<file path="src/rtl/seg_chars_pkg.sv">
// Character codes and segment constants shared by the display controller and the game-mode blocks.
package seg_chars_pkg;

    typedef logic [4:0] char_code_t;
    typedef logic [6:0] seg_pattern_t;

    localparam int NUM_DIGITS = 4;

    localparam char_code_t C_S      = 5'd5;
    localparam char_code_t C_g      = 5'd9;
    localparam char_code_t C_HYPHEN = 5'd10;
    localparam char_code_t C_E      = 5'd11;
    localparam char_code_t C_r      = 5'd12;
    localparam char_code_t C_L      = 5'd13;
    localparam char_code_t C_o      = 5'd17;
    localparam char_code_t C_b      = 5'd18;
    localparam char_code_t C_d      = 5'd19;
    localparam char_code_t C_BLANK  = 5'd31;

    // Active-high gfedcba pattern for a dark digit; the pins see its inverse.
    localparam seg_pattern_t SEG_BLANK_PATTERN = 7'h00;
    localparam seg_pattern_t SEG_ALL_OFF       = 7'h7F;
    localparam logic [3:0]   AN_ALL_OFF        = 4'hF;

endpackage

</file>
<file path="src/rtl/seg_char_decoder.sv">
// Combinational character decoder: 5-bit code to active-high gfedcba pattern.
module seg_char_decoder
    import seg_chars_pkg::*;
(
    input  logic [4:0] code,
    output logic [6:0] pattern
);

    always_comb begin
        pattern = SEG_BLANK_PATTERN;
        case (code)
            5'd0:     pattern = 7'h3F;
            5'd1:     pattern = 7'h06;
            5'd2:     pattern = 7'h5B;
            5'd3:     pattern = 7'h4F;
            5'd4:     pattern = 7'h66;
            C_S:      pattern = 7'h6D;
            5'd6:     pattern = 7'h7D;
            5'd7:     pattern = 7'h07;
            5'd8:     pattern = 7'h7F;
            C_g:      pattern = 7'h6F;
            C_HYPHEN: pattern = 7'h40;
            C_E:      pattern = 7'h79;
            C_r:      pattern = 7'h50;
            C_L:      pattern = 7'h38;
            C_o:      pattern = 7'h5C;
            C_b:      pattern = 7'h7C;
            C_d:      pattern = 7'h5E;
            default:  pattern = SEG_BLANK_PATTERN;
        endcase
    end

endmodule

</file>
<file path="src/rtl/seg_display_controller.sv">
// 4-digit multiplexed 7-segment driver with once-per-frame snapshot of seg_data.
// Optional anode-off guard at the start of each digit slot: define SEG_GHOST_GUARD_EN.
module seg_display_controller
    import seg_chars_pkg::*;
#(
    parameter int DIGIT_PERIOD = 100_000,
    parameter int GUARD_CYCLES = 1_000
) (
    input  logic        clk,
    input  logic        reset,
    input  logic [19:0] seg_data,
    output logic [6:0]  seg,
    output logic        dp,
    output logic [3:0]  an,
    output logic        frame_tick
);

    localparam int CW = $clog2(DIGIT_PERIOD);
    localparam logic [CW-1:0] CNT_LAST  = CW'(DIGIT_PERIOD - 1);
    localparam logic [CW-1:0] GUARD_END = CW'(GUARD_CYCLES);

`ifdef SEG_GHOST_GUARD_EN
    localparam bit GUARD_EN = 1'b1;
`else
    localparam bit GUARD_EN = 1'b0;
`endif

    logic [CW-1:0]                   cnt_q, cnt_d;
    logic [1:0]                      digit_idx_q, digit_idx_d;
    logic [NUM_DIGITS-1:0][4:0]      snap_q, snap_d;
    logic                            load_pending_q, load_pending_d;
    logic                            loaded_q, loaded_d;
    logic [3:0]                      an_q, an_d;
    logic [6:0]                      seg_q, seg_d;
    logic                            frame_tick_q, frame_tick_d;

    logic       slot_end;
    logic       load;
    logic       guard_active;
    logic [4:0] cur_code;
    logic [6:0] cur_pattern;

    assign cur_code = snap_q[digit_idx_q];

    seg_char_decoder u_decoder (
        .code    (cur_code),
        .pattern (cur_pattern)
    );

    always_comb begin
        slot_end     = (cnt_q == CNT_LAST);
        load         = load_pending_q || (slot_end && (digit_idx_q == 2'd3));
        guard_active = GUARD_EN && (cnt_q < GUARD_END);

        cnt_d          = cnt_q;
        digit_idx_d    = digit_idx_q;
        snap_d         = snap_q;
        load_pending_d = 1'b0;
        loaded_d       = load;
        frame_tick_d   = loaded_q;

        if (load) begin
            snap_d = seg_data;
        end

        // The scan stays parked at digit 0, count 0 until the first snapshot is in,
        // so the first frame has the same shape as every later one.
        if (!load_pending_q) begin
            if (slot_end) begin
                cnt_d       = '0;
                digit_idx_d = digit_idx_q + 2'd1;
            end else begin
                cnt_d = cnt_q + CW'(1);
            end
        end

        if (load_pending_q || guard_active) begin
            an_d  = AN_ALL_OFF;
            seg_d = SEG_ALL_OFF;
        end else begin
            an_d  = ~(4'b0001 << digit_idx_q);
            seg_d = ~cur_pattern;
        end
    end

    always_ff @(posedge clk) begin
        if (reset) begin
            cnt_q          <= '0;
            digit_idx_q    <= 2'd0;
            snap_q         <= {NUM_DIGITS{C_BLANK}};
            load_pending_q <= 1'b1;
            loaded_q       <= 1'b0;
            an_q           <= AN_ALL_OFF;
            seg_q          <= SEG_ALL_OFF;
            frame_tick_q   <= 1'b0;
        end else begin
            cnt_q          <= cnt_d;
            digit_idx_q    <= digit_idx_d;
            snap_q         <= snap_d;
            load_pending_q <= load_pending_d;
            loaded_q       <= loaded_d;
            an_q           <= an_d;
            seg_q          <= seg_d;
            frame_tick_q   <= frame_tick_d;
        end
    end

    assign an         = an_q;
    assign seg        = seg_q;
    assign dp         = 1'b1;
    assign frame_tick = frame_tick_q;

endmodule

</file>
<file path="config.mk">
export PLATFORM = sky130hd
export DESIGN_NAME = seg_display_controller
export DESIGN_NICKNAME = d
export VERILOG_FILES = /design/src/rtl/seg_chars_pkg.sv /design/src/rtl/seg_char_decoder.sv /design/src/rtl/seg_display_controller.sv
export SDC_FILE = /design/constraint.sdc
export NUM_CORES = 1
export LEC_CHECK = 0
export ABC_AREA = 0
export CORE_ASPECT_RATIO = 1.2
export CORE_MARGIN = 4
export CORE_UTILIZATION = 58
export DETAILED_ROUTE_END_ITERATION = 10
export MAX_ROUTING_LAYER = met4
export PLACE_DENSITY = 0.95
export SYNTH_ARGS = -nofsm -noshare
export SYNTH_HDL_FRONTEND = slang
export SYNTH_SLANG_ARGS = --single-unit
</file>
<file path="constraint.sdc">
create_clock -name clk -period 6 [get_ports clk]
set_input_delay 0.6 -clock clk [delete_from_list [all_inputs] [get_ports clk]]
set_output_delay 0.6 -clock clk [all_outputs]
set_load 0.05 [all_outputs]
</file>
* Word level (Yosys, flattened, before mapping)
Memories as Yosys holds them, arrays and structs flattened.
Index checks and enable logic that the tools add are counted.
** Word-level totals
- Flip-flop bits (word level) :: 53
- Memory bits (read-only) :: 224
- Bits of input ports :: 22
- Output and inout bits :: 13
- Word-level logic and storage cells :: 29
- Memories kept :: 1
** Memories
- (name not given) :: words 32, width 7, rd ports 1, clocked after memory_dff 0, wr ports 0, RTL line seg_char_decoder.sv:11 : case (code)
** Cells by class
- Add/sub/neg operators :: 2
- $lt $le $gt $ge :: 1
- Eq/ne operators :: 2
- Shifts and indexed selects :: 1
- Mux-type cells :: 4
- Bitwise operators :: 3
- Reductions and logical operators :: 4
** Operators with widths (number)
- 17-bit by 1-bit adder with 17-bit output (second input constant) :: 1
- 17-bit equality test (second input constant) :: 1
- 17-bit 2-to-1 mux :: 1
- 5-bit binary-select mux with 2-bit select :: 1
- 7-bit NOT :: 1
- 5-bit 2-to-1 mux :: 1
- 4-bit NOT :: 1
- 1-bit by 2-bit left shift with 4-bit output (first input constant) :: 1
- 2-bit by 3-bit less-than comparator with 1-bit output (second input constant) :: 1
- 2-bit by 1-bit adder with 2-bit output (second input constant) :: 1
- 2-bit equality test (second input constant) :: 1
- 2-bit AND reduction :: 1
- 2-bit OR reduction :: 1
- 1-bit logical AND :: 1
- 1-bit logical OR :: 1
- 1-bit 2-to-1 mux :: 1
- 1-bit NOT :: 1

* Logic depth before layout (Yosys ltp)
Gate-level depths: netlist of the first run.
An unclocked memory read counts as a cell.
- Depth after elaboration :: 4
- Mapped depth :: 7
- Gate-level depth less buffers :: 6

* Hierarchy
Synthesis of the first run repeated with hierarchy kept, for this count alone.
** Unflattened totals
- Cells, all modules :: 283
- Area total of the unflattened synthesis :: 2630.0 µm²
** By module, submodules not included
- seg_display_controller :: times used 1, cells an instance 237, area an instance 2288.4 µm², sequential area each 1061.0 µm²
- seg_char_decoder :: times used 1, cells an instance 46, area an instance 341.6 µm², sequential area each 0.0 µm²

* Least setup slack after synthesis of the first run
No wires, ideal clock.
- Path type :: register to register
- Start point :: reg digit_idx_q[0]
- End point :: reg seg_q[0] (netlist: seg[0])
- Library setup time :: 0.134 ns
- Data arrival time :: 1.913 ns
- Required time :: 5.866 ns
- Path slack :: 3.953 ns
- Cell stages (with the launch flop) :: 7
- Buffers on the path :: 1
- Clock period less this slack :: 2.047 ns
- Cells stage by stage :: dfxtp_1 buf_6 mux4_2 ha_1 mux2i_1 mux2i_1 or4_1
** Between the ends
- Cells in the longest elaborated chain, start to end :: 4
** RTL lines
- start: declaration :: RTL line seg_display_controller.sv:29 : logic [1:0] digit_idx_q, digit_idx_d;
- start signal: assignment :: RTL line seg_display_controller.sv:98 : digit_idx_q <= digit_idx_d;
- 5-bit binary-select mux with 2-bit select :: RTL line seg_display_controller.sv:43 : assign cur_code = snap_q[digit_idx_q];
- 5-bit 2-to-1 mux (not written as such) :: RTL line seg_display_controller.sv:43
- memory 32 x 7 bit
- 7-bit NOT :: RTL line seg_display_controller.sv:82 : seg_d = ~cur_pattern;
- end signal: assignment :: RTL line seg_display_controller.sv:103 : seg_q <= seg_d;
- end: declaration :: RTL line seg_display_controller.sv:34 : logic [6:0] seg_q, seg_d;
No other way between the ends. The select of a mux whose other input is x is not followed.
A chain may end at the register's enable or synchronous reset.

* Worst setup path in the final report of the first run
- Start point :: reg digit_idx_q[0]
- End point :: reg seg_q[3] (netlist: seg[3])
The elaborated chain is that of the path after synthesis.

==> impl_metrics.csv, run 1 <==
group,metric,value,unit
route,wl_per_cell,13.89,um
hold_path,hold_class,"reg -> reg",
yosys,netlist_instances,273,
yosys,ys_seq_area_share,41.25,%
critical_path,r2r_end,"seg[3]",
route,ant_nets,0,
power_and_ir_drop,p_leak,1.198,nW
place,place.gp.congestion,0.8987,
route,wirelength,4944,um
power_and_ir_drop,p_total,0.0006807,W
sta,layout_min_cycle_time,2.369,ns
sta,whs,0.4663,ns
final_layout,diodes,0,
yosys,yosysMostFrequentCell,"nor2_1",
sta,drv_slew,0,
sta,fin_tns_setup,0,ns
sta,fin_skew,0.008376,ns
critical_path,regToRegSetupSlack,3.63,ns
power_and_ir_drop,peakVddDrop,0.1342,mV
clocking,cts_tree,"done",
grt,grt_pass1_wl,8100,um
yosys,synth-edff-count,0,
route,vias,1957,
route,drc,0,
floorplanning,coreArea,0.004262,mm^2
hold_path,min_from,"frame_tick_d",
final_layout,layout-drive-gt1-share,8.333,%
clocking,cts_hold_buf,0,
clocking,root_buffer,"clkbuf_8",
floorplanning,start_util,60.36,%
sta,tightest_slew,1.138,ns
critical_path,cp.arrival,2.52,ns
critical_path,cp_slowest_cell,"dfxtp_1",
critical_path,max_stage_delay,0.62,ns
sta,timing.final.crit_share,39.49,%
floorplanning,chipHeight,80.96,um
grt,grt_max_degree,51,
floorplanning,row_count,26,
clocking,clk_latency,0.30,ns
critical_path,r2r_start,"digit_idx_q[0]",
power_and_ir_drop,combinationalPowerShare,11.6,%
grt,grt_usage,19.41,%
critical_path,required,6.15,ns
yosys,async_flop_share,0,%
yosys,synth.distinct_cells,44,
grt,grt_pass1_vias,1812,
yosys,yosys_register_bits,53,
hold_path,holdPathStages,1,
place,hpwl,3421,um
yosys,synth.net_count,308,
yosys,synth_area_leaders,"dfxtp_1, mux2i_1, nor2_1",
power_and_ir_drop,clkPwrFrac,33.6,%
critical_path,crit_buf_inv,1,
yosys,synth_area,0.002572,mm^2
clocking,cts_buffer_depth,2,
critical_path,critPathMaxFanout,10,
final_layout,syn2layout_area_growth,17.07,%
grt,antenna_found_initial,0,
power_and_ir_drop,switching_share,23.22,%
yosys,yosysWarnings,0,
floorplanning,die_w,68.80,um
final_layout,postLayoutCellArea,0.003012,mm^2
clocking,numCtsBuffers,5,
critical_path,critical_path_class,"reg -> reg",
power_and_ir_drop,p_int,0.0005227,W
clocking,cts_resized,0,
critical_path,startpoint_type,"flip-flop",
sta,slew-limit-headroom,23.97,%
place,dpl_cell_area,0.002908,mm^2
clocking,clk_transition_reported_paths,0.09,ns
route,via_per_inst,5.497,
final_layout,fin_nets,335,
sta,max_freq,422.1,MHz
power_and_ir_drop,powerDensity,226.0,mW/mm^2
floorplanning,die_area,0.005569,mm^2
status,outcome,"complete, no violations",
sta,hold_viol,0,
yosys,synth_top_area_share,41.25,%
hold_path,min_to,"frame_tick",
floorplanning,num_io_pins,35,
yosys,yosys.area.top_type,"dfxtp_1",
route,firstDrtPassIters,5,
power_and_ir_drop,p_seq_share,54.7,%
run,cap_violations,0,
clocking,cts_sinks,53,
sta,setup_viol,0,
route,drtIter0Drc,138,
yosys,synth.top_cells.by_count,"nor2_1, dfxtp_1, mux2i_1",
critical_path,cp-end-kind,"flip-flop",
critical_path,worstPathCellList,"mux4_2, inv_1, ha_1, o31a_1, nor3_2, o221ai_1",
clocking,htree_levels,2,
yosys,synth_ff_type,"dfxtp_1",
place,portBuffers,33,
grt,grt-ovfl-total,0,
sta,rsz0062_at_grt,"false",
power_and_ir_drop,p_switching,0.0001581,W
critical_path,critPathTopFamily,"flip-flops",
critical_path,reg2reg_depth,6,
clocking,postCtsSetupRepairBufs,0,
yosys,avgSynthCellArea,9.423,um^2
==> how the worst max path moves through the flow <==
stage	from	end	slack, ns	cells after the start
6_report	digit_idx_q[0]	seg[3]	3.63	6
5_1_grt	digit_idx_q[0]	seg[0]	3.45	5
4_1_cts	digit_idx_q[0]	seg[0]	3.63	5
3_5_place_dp	reset	cnt_q[3]	3.65	4
3_3_place_gp	reset	cnt_q[4]	3.72	4
2_1_floorplan	digit_idx_q[0]	seg[0]	3.95	6
==> state kept, by name, indices dropped and copies added (netlist names) <==
register,cells
snap_q,20
cnt_q,17
seg,7
an,4
digit_idx_q,2
frame_tick,1
frame_tick_d,1
load_pending_q,1
==> worst reg2reg max path, stage by stage (launching register included) <==
cell,delay [ns]
dfxtp_1,0.62
mux4_2,0.41
inv_1,0.14
ha_1,0.26
o31a_1,0.32
nor3_2,0.26
o221ai_1,0.21
==> power by group through the flow <==
| stage | clock network [W] | registers (W) | logic (W) |
|---|---|---|---|
| 2_1_floorplan | 0 | 0.000383 | 0.0000480 |
| 3_3_place_gp | 0 | 0.000380 | 0.0000748 |
| 3_5_place_dp | 0 | 0.000381 | 0.0000775 |
| 6_report | 0.000229 | 0.000373 | 0.0000792 |
| 5_1_grt | 0.000248 | 0.000374 | 0.0000851 |
| 4_1_cts | 0.000232 | 0.000373 | 0.0000787 |
==> through the flow <==
stage	util, %	instances	worst slack, ns
detailed placement	68.23	349	3.651
CTS	70.67	356	3.627
finish	70.67	356	3.631
global placement	68.23	349	3.723
global route	70.67	356	3.452
floorplan	-	273	3.953
==> layout by cell type, fill, tap and decap left out, types with 2 or more instances in the layout <==
cell type / Yosys / final
nor2_1: 63 / 63
dfxtp_1: 53 / 53
clkdlybuf4s50_1: 0 / 33
mux2i_1: 25 / 25
inv_1: 13 / 13
ha_1: 13 / 13
nand2_1: 9 / 9
xnor2_1: 9 / 9
a21oi_1: 7 / 7
mux4_2: 5 / 5
nor3_1: 5 / 5
clkbuf_8: 0 / 5
o21ai_0: 4 / 4
or3_1: 4 / 4
o21a_1: 3 / 3
or2_2: 3 / 3
or4_1: 3 / 3
nand3_1: 3 / 3
o31ai_1: 3 / 3
nor4_1: 3 / 3
xor2_1: 3 / 3
o221ai_1: 3 / 3
nand3_2: 2 / 2
nor4b_2: 2 / 2
nor2b_1: 2 / 2
nand2b_1: 2 / 2
buf_4: 3 / 2
==> logic make-up after synthesis <==
kind of cell | after synthesis | synth area share [%]
AOI/OAI and AO/OA | 27 | 7.345
and+or+nand+nor | 108 | 21.30
other | 1 | 0.1458
xor gates and xnor gates | 12 | 4.086
muxes | 31 | 14.54
DFF | 53 | 41.25
adders and majority gates | 13 | 6.323
buffers and inverters | 28 | 5.010
==> cell type report <==
class	count	area [um^2]
multi-input cells	192	1383
flip-flops and latches	53	1061
clock buffers	5	68.82
clock inverters	2	35.03
well taps	56	70.07
repair buffers	35	345.3
fillers	297	1250
inverters	13	48.80
==> layer usage <==
metal | up-vias | track usage [%] | routed length (um)
li1 | 981 | - | -
met4 | 0 | 6.043 | 74
met3 | 8 | 4.564 | 241
met5 | - | - | 0
met1 | 906 | 23.57 | 2151
met2 | 62 | 31.61 | 2476
(Power assumes the default switching activity.)
==> run 2: changes to the inputs <==
--- a/config.mk
+++ b/config.mk
@@ -8,10 +8,10 @@
 export ABC_AREA = 0
 export CORE_ASPECT_RATIO = 1.2
 export CORE_MARGIN = 4
-export CORE_UTILIZATION = 58
+export CORE_UTILIZATION = 49
 export DETAILED_ROUTE_END_ITERATION = 10
 export MAX_ROUTING_LAYER = met4
-export PLACE_DENSITY = 0.95
+export PLACE_DENSITY = 0.86
 export SYNTH_ARGS = -nofsm -noshare
 export SYNTH_HDL_FRONTEND = slang
 export SYNTH_SLANG_ARGS = --single-unit
==> constraint.sdc (replaced) <==
create_clock -name clk -period 2.1 [get_ports clk]
set_input_delay 0.21 -clock clk [delete_from_list [all_inputs] [get_ports clk]]
set_output_delay 0.21 -clock clk [all_outputs]
set_load 0.05 [all_outputs]
==> run 2 against run 1 <==
Routed wire length increased by 2.0%. Final cell count increased by 3.9%. Die area increased by 16%. Worst hold slack got worse by 0.0095 ns. Maximum frequency increased by 18%. Non-clock buffer count increased by 9. Setup slack got worse by 3.5 ns. Combinational power increased to 3.0 times the previous value. First-iteration DRC count increased by 5.1%. Utilization decreased by 8.4 points. Total power increased to 2.9 times the previous value. Cell area increased by 3.6%.
==> impl_metrics.csv, run 2 (synthesis gave the netlist of run 1 again) <==
group,metric,value,unit
floorplanning,num_io_pins,35,
grt,grt_pass1_wl,8535,um
power_and_ir_drop,p_int,0.001545,W
grt,antenna_found_initial,0,
clocking,root_buffer,"clkbuf_8",
sta,setup_viol,0,
power_and_ir_drop,p_leak,1.253,nW
power_and_ir_drop,peakVddDrop,0.3809,mV
floorplanning,coreArea,0.005010,mm^2
clocking,cts_buffer_depth,2,
route,wirelength,5044,um
final_layout,diodes,0,
clocking,clk_latency,0.30,ns
clocking,clk_transition_reported_paths,0.10,ns
grt,grt-ovfl-total,0,
clocking,numCtsBuffers,5,
route,ant_nets,0,
grt,grt_pass1_vias,1886,
critical_path,cp-end-kind,"flip-flop",
critical_path,startpoint_type,"flip-flop",
final_layout,syn2layout_area_growth,21.25,%
final_layout,regMostFlops,"snap_q",
power_and_ir_drop,clkPwrFrac,35.1,%
sta,max_freq,499.3,MHz
critical_path,reg2reg_depth,6,
route,via_per_inst,5.359,
route,drc,0,
clocking,cts_tree,"done",
final_layout,layout-drive-gt1-share,11.29,%
final_layout,utilization,62.26,%
status,outcome,"complete, no violations",
route,vias,1983,
sta,fin_skew,0.009837,ns
power_and_ir_drop,powerDensity,642.2,mW/mm^2
hold_path,hold_class,"reg -> reg",
sta,timing.final.crit_share,95.37,%
place,portBuffers,33,
final_layout,largest_reg_flops,20,
sta,rsz0062_at_grt,"false",
sta,fin_tns_setup,0,ns
clocking,cts_hold_buf,0,
route,firstDrtPassIters,5,
sta,layout_min_cycle_time,2.003,ns
critical_path,critical_path_class,"reg -> reg",
sta,setup_slack,0.09720,ns
power_and_ir_drop,p_total,0.002003,W
clocking,postCtsSetupRepairBufs,0,
power_and_ir_drop,p_switching,0.0004581,W
clocking,cts_sinks,53,
power_and_ir_drop,switching_share,22.87,%
final_layout,fillerInstances,429,
critical_path,required,2.27,ns
critical_path,cp.arrival,2.18,ns
place,dp_slack,-0.01123,ns
floorplanning,die_w,74.15,um
grt,grt_max_degree,45,
route,wl_per_cell,13.63,um
final_layout,fin_nets,344,
floorplanning,die_area,0.006478,mm^2
hold_path,holdPathStages,1,
clocking,cts_resized,1,
critical_path,critPathMaxFanout,9,
grt,grt_usage,17.25,%
floorplanning,row_count,28,
power_and_ir_drop,p_seq_share,53.2,%
route,drtIter0Drc,145,
place,place.gp.congestion,0.8340,
floorplanning,chipHeight,87.37,um
sta,hold_viol,0,
run,cap_violations,0,
floorplanning,start_util,51.35,%
final_layout,layout_common_cells,"nor2_1, dfxtp_1, clkdlybuf4s50_1",
final_layout,final_common_cell,"nor2_1",
clocking,htree_levels,2,
place,hpwl,3721,um
sta,drv_slew,0,
power_and_ir_drop,combinationalPowerShare,11.8,%
[run 2: final timing paths]
check          endpoint  slack [ns]           start
min reg2reg  frame_tick        0.46    frame_tick_d
min          frame_tick        0.46    frame_tick_d
max reg2reg      seg[5]         0.1  digit_idx_q[0]
max              seg[5]         0.1  digit_idx_q[0]
[run 2: routing by layer]
layer	part of all wire, %	track usage, %	wire length, um	up-vias
li1	-	-	-	993
met1	44	21.18	2211	924
met2	50	27.66	2499	58
met3	4.8	3.002	244	8
met4	1.8	7.249	89	0
met5	0	-	0	-
[run 2: layout make-up]
| cell class | instances | area [um^2] | area share, % |
|---|---|---|---|
| inverters | 13 | 48.80 | 1.564 |
| clock buffers | 7 | 86.33 | 2.768 |
| flip-flops and latches | 53 | 1065 | 34.14 |
| well taps | 60 | 75.07 | 2.407 |
| clock inverters | 1 | 30.03 | 0.9627 |
| multi-input cells | 192 | 1389 | 44.52 |
| repair buffers | 44 | 425.4 | 13.64 |
[run 2: worst max-delay path, stage by stage, from the launching register on]
cell	delay (ns)
dfxtp_4	0.39
buf_4	0.16
mux4_2	0.52
buf_4	0.19
or2_1	0.24
a211oi_1	0.26
o31ai_1	0.11
[run 2: power by group through the flow]
stage	clock network, W	registers, W	logic [W]
after floorplan	0	0.00110	0.000137
after global placement	0	0.00109	0.000229
after detailed placement	0	0.00109	0.000234
after CTS	0.000719	0.00107	0.000236
after global routing	0.000764	0.00107	0.000258
final	0.000702	0.00107	0.000236
[run 2: per-stage QoR]
step	hold WS, ns	instance area, um^2	cells
floorplan	0.2377	2572	273
global placement	0.4274	2993	362
detailed placement	0.4485	2993	362
CTS	0.4616	3110	370
global route	0.4776	3119	370
finish	0.4568	3119	370
==> run 3: changes to the inputs <==
--- a/config.mk
+++ b/config.mk
@@ -10,6 +10,7 @@
 export CORE_MARGIN = 4
 export CORE_UTILIZATION = 49
 export DETAILED_ROUTE_END_ITERATION = 10
+export GPL_ROUTABILITY_DRIVEN = 0
 export MAX_ROUTING_LAYER = met4
 export PLACE_DENSITY = 0.86
 export SYNTH_ARGS = -nofsm -noshare
==> run 3 against run 2 <==
Via count about the same. Clock skew about the same. Critical path type unchanged. Largest power group unchanged. Final cell count decreased by 0.27%. Largest cell class unchanged.
==> impl_metrics.csv, run 3 (synthesis gave the netlist of run 1 again) <==
group,metric,value,unit
status,outcome,"complete, no violations",
clocking,cts_hold_buf,0,
sta,fin_skew,0.009534,ns
grt,grt_pass1_vias,1874,
clocking,root_buffer,"clkbuf_8",
sta,rsz0062_at_grt,"false",
sta,layout_min_cycle_time,1.997,ns
power_and_ir_drop,powerDensity,650.8,mW/mm^2
floorplanning,coreArea,0.005010,mm^2
route,firstDrtPassIters,4,
final_layout,fin_cells,369,
clocking,clk_latency,0.31,ns
sta,setup_viol,0,
critical_path,worstPathCellList,"mux4_2, inv_1, ha_1, o31a_1, nor3_2, o221ai_1",
floorplanning,chipHeight,87.37,um
final_layout,multi_input_area,0.001383,mm^2
final_layout,syn2layout_area_growth,20.77,%
grt,grt_max_degree,45,
place,placed_cells,361,
final_layout,layout-drive-gt1-share,11.33,%
critical_path,startpoint_type,"flip-flop",
power_and_ir_drop,peakVddDrop,0.3385,mV
sta,tightest_slew,0.4997,ns
final_layout,largest_reg_flops,20,
floorplanning,num_io_pins,35,
critical_path,required,2.28,ns
critical_path,critical_path_class,"reg -> reg",
place,portBuffers,33,
clocking,numCtsBuffers,5,
final_layout,final_common_cell,"nor2_1",
grt,antenna_found_initial,0,
floorplanning,start_util,51.35,%
final_layout,seq_area,0.001062,mm^2
final_layout,postLayoutCellArea,0.003107,mm^2
grt,grt_usage,17.17,%
clocking,htree_levels,2,
clocking,cts_sinks,53,
critical_path,critPathMaxFanout,6,
final_layout,diodes,0,
final_layout,layout_common_cells,"nor2_1, dfxtp_1, clkdlybuf4s50_1",
sta,fin_tns_setup,0,ns
route,vias,1982,
final_layout,fin_nets,343,
grt,grt_pass1_wl,8376,um
floorplanning,row_count,28,
final_layout,regMostFlops,"snap_q",
route,ant_nets,0,
route,wirelength,5029,um
route,wl_per_cell,13.63,um
clocking,clk_transition_reported_paths,0.10,ns
critical_path,cp_slowest_cell,"mux4_2",
route,drc,0,
critical_path,cp.arrival,2.17,ns
sta,drv_slew,0,
final_layout,fillerInstances,410,
hold_path,hold_class,"reg -> reg",
final_layout,utilization,62.01,%
route,drtIter0Drc,85,
power_and_ir_drop,p_total,0.002022,W
place,dpl_cell_area,0.002985,mm^2
sta,slew-limit-headroom,66.58,%
sta,hold_viol,0,
power_and_ir_drop,p_leak,1.245,nW
sta,max_freq,500.8,MHz
run,cap_violations,0,
floorplanning,die_area,0.006478,mm^2
route,via_per_inst,5.371,
floorplanning,die_w,74.15,um
critical_path,cp-end-kind,"flip-flop",
sta,timing.final.crit_share,95.08,%
place,hpwl,3733,um
clocking,cts_tree,"done",
critical_path,max_stage_delay,0.41,ns
clocking,cts_buffer_depth,2,
grt,grt-ovfl-total,0,
run 3: changes by cell type in the layout (fill, tap and decap cells not counted), sizes merged:
cell and change:
buf -1, clkbuf -1, clkinvlp +1
run 3: worst paths after layout:
path / from / to / slack, ns / depth (start not counted)
max: digit_idx_q[0] / seg[3] / 0.10 / 6
min: frame_tick_d / frame_tick / 0.47 / 1
max reg2reg: digit_idx_q[0] / seg[3] / 0.10 / 6
min reg2reg: frame_tick_d / frame_tick / 0.47 / 1
run 3: timing repair:
| action | CTS | global route |
|---|---|---|
| buffers inserted | 0 | 0 |
| endpoints found under the setup margin | 0 | 5 |
| gates resized for setup | 0 | 1 |
run 3: layout make-up:
class / instances / area share [%]
tap: 60 / 2.416
clock buffer: 6 / 2.658
multi-input combinational: 192 / 44.50
timing repair buffer: 43 / 13.45
inverter: 13 / 1.571
sequential: 53 / 34.19
clock inverter: 2 / 1.208
run 3: metal layers:
metal	vias to the layer above	global-route usage (%)	share of wire, %
met2	44	27.74	50
met5	-	-	0
met4	0	7.414	1.9
li1	999	-	-
met1	931	20.14	44
met3	8	4.042	4.2
run 3: through the flow:
step / worst slack [ns] / hold slack [ns]
after global routing: 0.03467 / 0.5092
after floorplan: 0.05335 / 0.2377
after CTS: 0.03495 / 0.4766
final: 0.1034 / 0.4742
after global placement: 0.1340 / 0.4220
after detailed placement: 0.04219 / 0.4509
run 3: worst max-delay path: cells and delay by family, from the launching register on:
family	cells	cell delay, ns
and+or+nand+nor	1	0.26
AOI/OAI and AO/OA	2	0.50
DFF	1	0.35
adders and majority gates	1	0.23
buffers and inverters	1	0.12
muxes	1	0.41
run 3: power by group:
group          total [W]  internal [W]  switching (W)
registers        0.00107       0.00104      0.0000253
logic           0.000236      0.000117       0.000118
clock network   0.000721      0.000388       0.000333
==> edit 1, RTL diff (settings of run 3) <==
Add a define of `SEG_GHOST_GUARD_EN`.
--- a/src/rtl/seg_display_controller.sv
+++ b/src/rtl/seg_display_controller.sv
@@ -1,5 +1,7 @@
 // 4-digit multiplexed 7-segment driver with once-per-frame snapshot of seg_data.
 // Optional anode-off guard at the start of each digit slot: define SEG_GHOST_GUARD_EN.
+`define SEG_GHOST_GUARD_EN
+
 module seg_display_controller
     import seg_chars_pkg::*;
 #(
Behaviour: not the same (a bounded check fails within 4 cycles, from zero or initial values and one cycle with reset high).
==> edit 1 against run 3 <==
- cell area increased by 3.3%
- sequential cell count unchanged
- maximum frequency fell by 1.6%
- worst hold slack got worse by 0.018 ns
- synthesized cell count is 5.5% higher
- combinational power down 2%
- highest routed layer unchanged
- total power shrank 9.1%
- wire length up 4.3%
- synthesized area grew 6.4%
- first-iteration DRC count increased by 39%
- setup slack worse by 0.032 ns
- non-clock buffer count is 5 higher
==> edit 1: results (changes against run 3) <==
Global route
  • GR met3 Demand/Resource: 2.70% (-1.3 points)
  • Largest net degree at the start of global routing: 22 (-51%)
  • Met1 usage: 19.8% (-0.36 points)
  • Gr usage total: 16.3% (-0.82 points)
  • Vias in the first global route: 2042 (+9.0%)
  • First-pass GRT wire length: 9270 um (+11%)
  • GR Util met2: 27.2% (-0.54 points)

Run status
  • Status: finished, final reports clean

Power and ir drop
  • VDD IR-drop max: 0.331 mV (-2.2%)
  • Static Leak: 1.24 nW (-0.34%)
  • Clk pwr share: 29.8% (-5.8 points)
  • Sequential power share: 57.6% (+4.9 points)
  • Net switching power: 0.452 mW (-5.2%)
  • Comb. pwr: 0.232 mW (-2%)

Finish
  • Fraction of layout cells with a size suffix above 1: 11.6% (+0.27 points)
  • Fin util: 59.8% (-2.2 points)
  • Nets: 353 (+2.9%)
  • Filler cells: 452 (+10%)
  • Max reg flops: 20 (unchanged)
  • Register bank with the most flops: snap_q
  • Antenna diode count: 0 (unchanged)

Synthesis
  • Syn nets: 323 (+4.9%)
  • Top cells by area, synth: dfxtp_1 (39%), o211ai_1 (12%), ha_1 (5.9%)
  • Post-Synthesis Cells: 288 (+5.5%)
  • Synth top cells by count: dfxtp_1 (53), o211ai_1 (43), inv_1 (32)
  • Register area share after synthesis: 38.8% (-2.5 points)
  • Distinct cell type count after synthesis: 52 (+18%)

Drt
  • Vias/cell: 5.71 (+6.4%)
  • Vias: 2177 (+9.8%)
  • DR iter-0 viols: 118 (+39%)
  • DR WL/cell: 13.8 um (+1.0%)

Placed design
  • Pre-CTS setup slack: 0.00264 ns (-0.0396 ns)
  • Final HPWL DP: 3820 um (+2.4%)
  • Post-DP Area: 0.00311 mm^2 (+4.0%)
  • Placed Cells: 371 (+2.8%)

Critical path
  • Worst Path Max Fanout: 5 (-1)
  • Arrival @ worst endpoint: 2.23 ns (+0.06 ns)
  • Critical path's largest stage delay: 0.53 ns (+0.12 ns)

Timing
  • Worst-Margin Slew: 0.713 ns (+0.214 ns)
  • Clock Skews: 0.0116 ns (+0.00202 ns)

Clock network
  • Skew-Pair Late Insertion Delay: 0.31 ns (about the same)
  • Maximum root-to-sink buffer count: 2 (unchanged)
edit 1: cell count changes after synthesis, sizes merged, moves of 6 or more:
cell	delta
inv	+19
clkbuf	+8
nor2	-47
xnor2	-6
mux2i	-21
o211ai	+43
edit 1: logic make-up after synthesis:
kind of cell	synth area share [%]
xor gates and xnor gates	3.20
AOI/OAI and AO/OA	21.6
adders and majority gates	5.94
and+or+nand+nor	15.0
muxes	5.99
other	0.137
DFF	38.8
buffers and inverters	9.42
edit 1: path summary, 6_finish.rpt:
check	start	endpoint	slack, ns
worst min-delay path	frame_tick_d$_SDFF_PP0_	frame_tick$_SDFF_PP0_	0.46
worst max register to register	digit_idx_q[0]$_SDFFE_PP0P_	seg[4]$_SDFF_PP1_	0.07
worst min register to register	frame_tick_d$_SDFF_PP0_	frame_tick$_SDFF_PP0_	0.46
worst max-delay path	digit_idx_q[0]$_SDFFE_PP0P_	seg[4]$_SDFF_PP1_	0.07
edit 1: per-layer routing:
metal  up-vias  wire length [um]
li1       1083                 -
met1      1010              2280
met2        70              2590
met3        14               237
met4         0               146
met5         -                 0
edit 1: layout make-up:
cell class                 instances  area share (%)
sequential                        53            33.2
tap                               62            2.42
multi-input combinational        178            44.4
inverter                          32            3.74
timing repair buffer              48            13.8
clock buffer                       8            2.49
edit 1: worst max-delay path: cells and delay by family (launching register included):
| family | cells | cell delay [ns] |
|---|---|---|
| fa+ha+maj | 1 | 0.26 |
| flops | 1 | 0.39 |
| mux | 1 | 0.53 |
| simple gates | 1 | 0.17 |
| compound gates | 2 | 0.45 |
| buf+inv | 1 | 0.11 |
edit 1: timing repair:
| action | in CTS | in global routing |
|---|---|---|
| endpoints found under the hold margin | 0 | 0 |
| cloned | 0 | 0 |
| endpoints found under the setup margin | 1 | 2 |
| setup buffers | 0 | 2 |
| resized for setup | 1 | 2 |
==> edit 2, RTL diff (config.mk and constraints of run 3) <==
Without the edit above. Make the reset (`reset`) asynchronous in one clocked block.
--- a/src/rtl/seg_display_controller.sv
+++ b/src/rtl/seg_display_controller.sv
@@ -83,7 +83,7 @@
         end
     end
 
-    always_ff @(posedge clk) begin
+    always_ff @(posedge clk or posedge reset) begin
         if (reset) begin
             cnt_q          <= '0;
             digit_idx_q    <= 2'd0;
Formal check against the unedited RTL: differs if reset is asserted again (counterexample within 4 cycles, from zero or initial values and one cycle with reset high); with reset held inactive, the same outputs for 10 cycles.
==> edit 2 against run 3 <==
- maximum frequency decreased by 0.34%
- global-route usage increased by 0.43 points
- sequential cell count unchanged
- wire length decreased by 0.14%
- setup slack got worse by 0.0068 ns
- synthesized cell count decreased by 23%
- synthesized area increased by 5.1%
- cell area increased by 6.0%
Power is not compared: it rests on default switching activity, and its combinational part moved more than twofold at a synthesized area within 25%.
==> edit 2: results (changes against run 3) <==
Drt
  • Post-Route WL: 5020 um (-0.14%)
  • Metal-1 WL: 2060 um (-7.2%)
  • Met2 WL: 2680 um (+7.0%)
  • Met3 wire len: 167 um (-21%)
  • DR WL/cell: 15.6 um (+15%)
  • DR iter-0 viols: 74 (-13%)
  • Vias/cell: 5.45 (+1.4%)

Global route
  • Met1 usage: 20.5% (+0.38 points)
  • Vias in the first global route: 1900 (+1.4%)
  • GR Util met2: 29.9% (+2.2 points)
  • Gr usage total: 17.6% (+0.43 points)
  • GR met3 Demand/Resource: 2.36% (-1.7 points)
  • First-pass GRT wire length: 8770 um (+4.7%)
  • Largest net degree at the start of global routing: 30 (-33%)

Critical path
  • Largest delay share family, worst path: simple AND/OR/NAND/NOR gates
  • Crit path from: cnt_q[12]$_DFFE_PP0N_
  • FF-to-FF End: snap_q[15]$_DFFE_PP1P_
  • Arrival @ worst endpoint: 2.24 ns (+0.07 ns)
  • Slowest CP cell: or4b_4
  • Critical path's largest stage delay: 0.54 ns (+0.13 ns)
  • R2R cell count: 5 (-1)
  • Worst Path Max Fanout: 21 (+15)

Worst hold path
  • HP Class: in -> async

Finish
  • Multi-input combinational area share: 38.0% (-6.5 points)
  • Fin util: 61.7% (-0.27 points)
  • Invs w/o clock: 11 (-2)
  • Nets: 293 (-15%)
  • Non-clock buffer share: 14.4% (+0.95 points)
  • Clkbuf count: 7 (+1)
  • Filler cells: 393 (-4.1%)
  • Register area: 0.00137 mm^2 (+29%)
  • Clk tree area frac: 2.47% (-1.4 points)
  • Multi-input gate count: 137 (-29%)
  • Fraction of layout cells with a size suffix above 1: 35.9% (+25 points)
  • Non-CTS buffers: 50 (+16%)
  • Antenna diode count: 0 (unchanged)
  • Design area: 0.00329 mm^2 (+6.0%)

Synthesis
  • Top cells by area, synth: dfstp_2 (31%), dfrtp_1 (19%), mux2_4 (11%)
  • Async S/R FF share, synth: 100% (+100 points)
  • Syn nets: 244 (-21%)
  • Synthesized area per cell: 12.9 um^2 (+37%)
  • Distinct cell type count after synthesis: 45 (+2.3%)
  • Synth top cells by count: dfstp_2 (32), dfrtp_1 (21), mux2_4 (19)
  • Register area share after synthesis: 50.6% (+9.3 points)

Placed design
  • Pre-CTS setup slack: -0.00198 ns (-0.0442 ns)
  • Placed Cells: 312 (-14%)
  • Post-DP Area: 0.00319 mm^2 (+6.8%)
  • Final HPWL DP: 3740 um (+0.18%)

Power and ir drop
  • Clk pwr share: 22.8%
  • Static Leak: 1.44 nW

Clock network
  • CTS clk-pin slew, worst paths: 0.08 ns (-0.02 ns)

Timing
  • Tcrit/Tclk final: 95.4% (+0.32 points)
  • Clock Skews: 0.0121 ns (+0.00255 ns)
  • Hold_ws: 0.0731 ns (-0.401 ns)

Run status
  • Status: finished, final reports clean
## edit 2: cell types whose count changed in the layout (fill, tap and decap cells not counted), moves of 4 or more
cell / run 3 / this run
mux2_4: 0 / 19
dfstp_2: 0 / 32
xor2_1: 3 / 8
inv_1: 13 / 9
dfxtp_1: 52 / 0
buf_4: 9 / 15
nand2_1: 9 / 5
nor2_1: 63 / 14
nor3_1: 5 / 1
mux2i_1: 25 / 4
dfrtp_1: 0 / 20
## edit 2: what timing repair did
action	in CTS	in global routing
setup endpoints to repair	1	22
resized for setup	1	5
buffers inserted	0	1
pin swaps	0	1
## edit 2: logic make-up (layout without fill, tap and decap cells)
family                     after synthesis  count (layout)  synth area share [%]
and+or+nand+nor                         54              54                  12.0
DFF                                     53              53                  50.6
muxes                                   32              32                  17.9
AOI/OAI and AO/OA                       22              22                  5.23
buffers and inverters                   19              69                  3.52
xor gates and xnor gates                14              14                  4.54
adders and majority gates               13              13                  6.02
other                                    2               2                 0.278
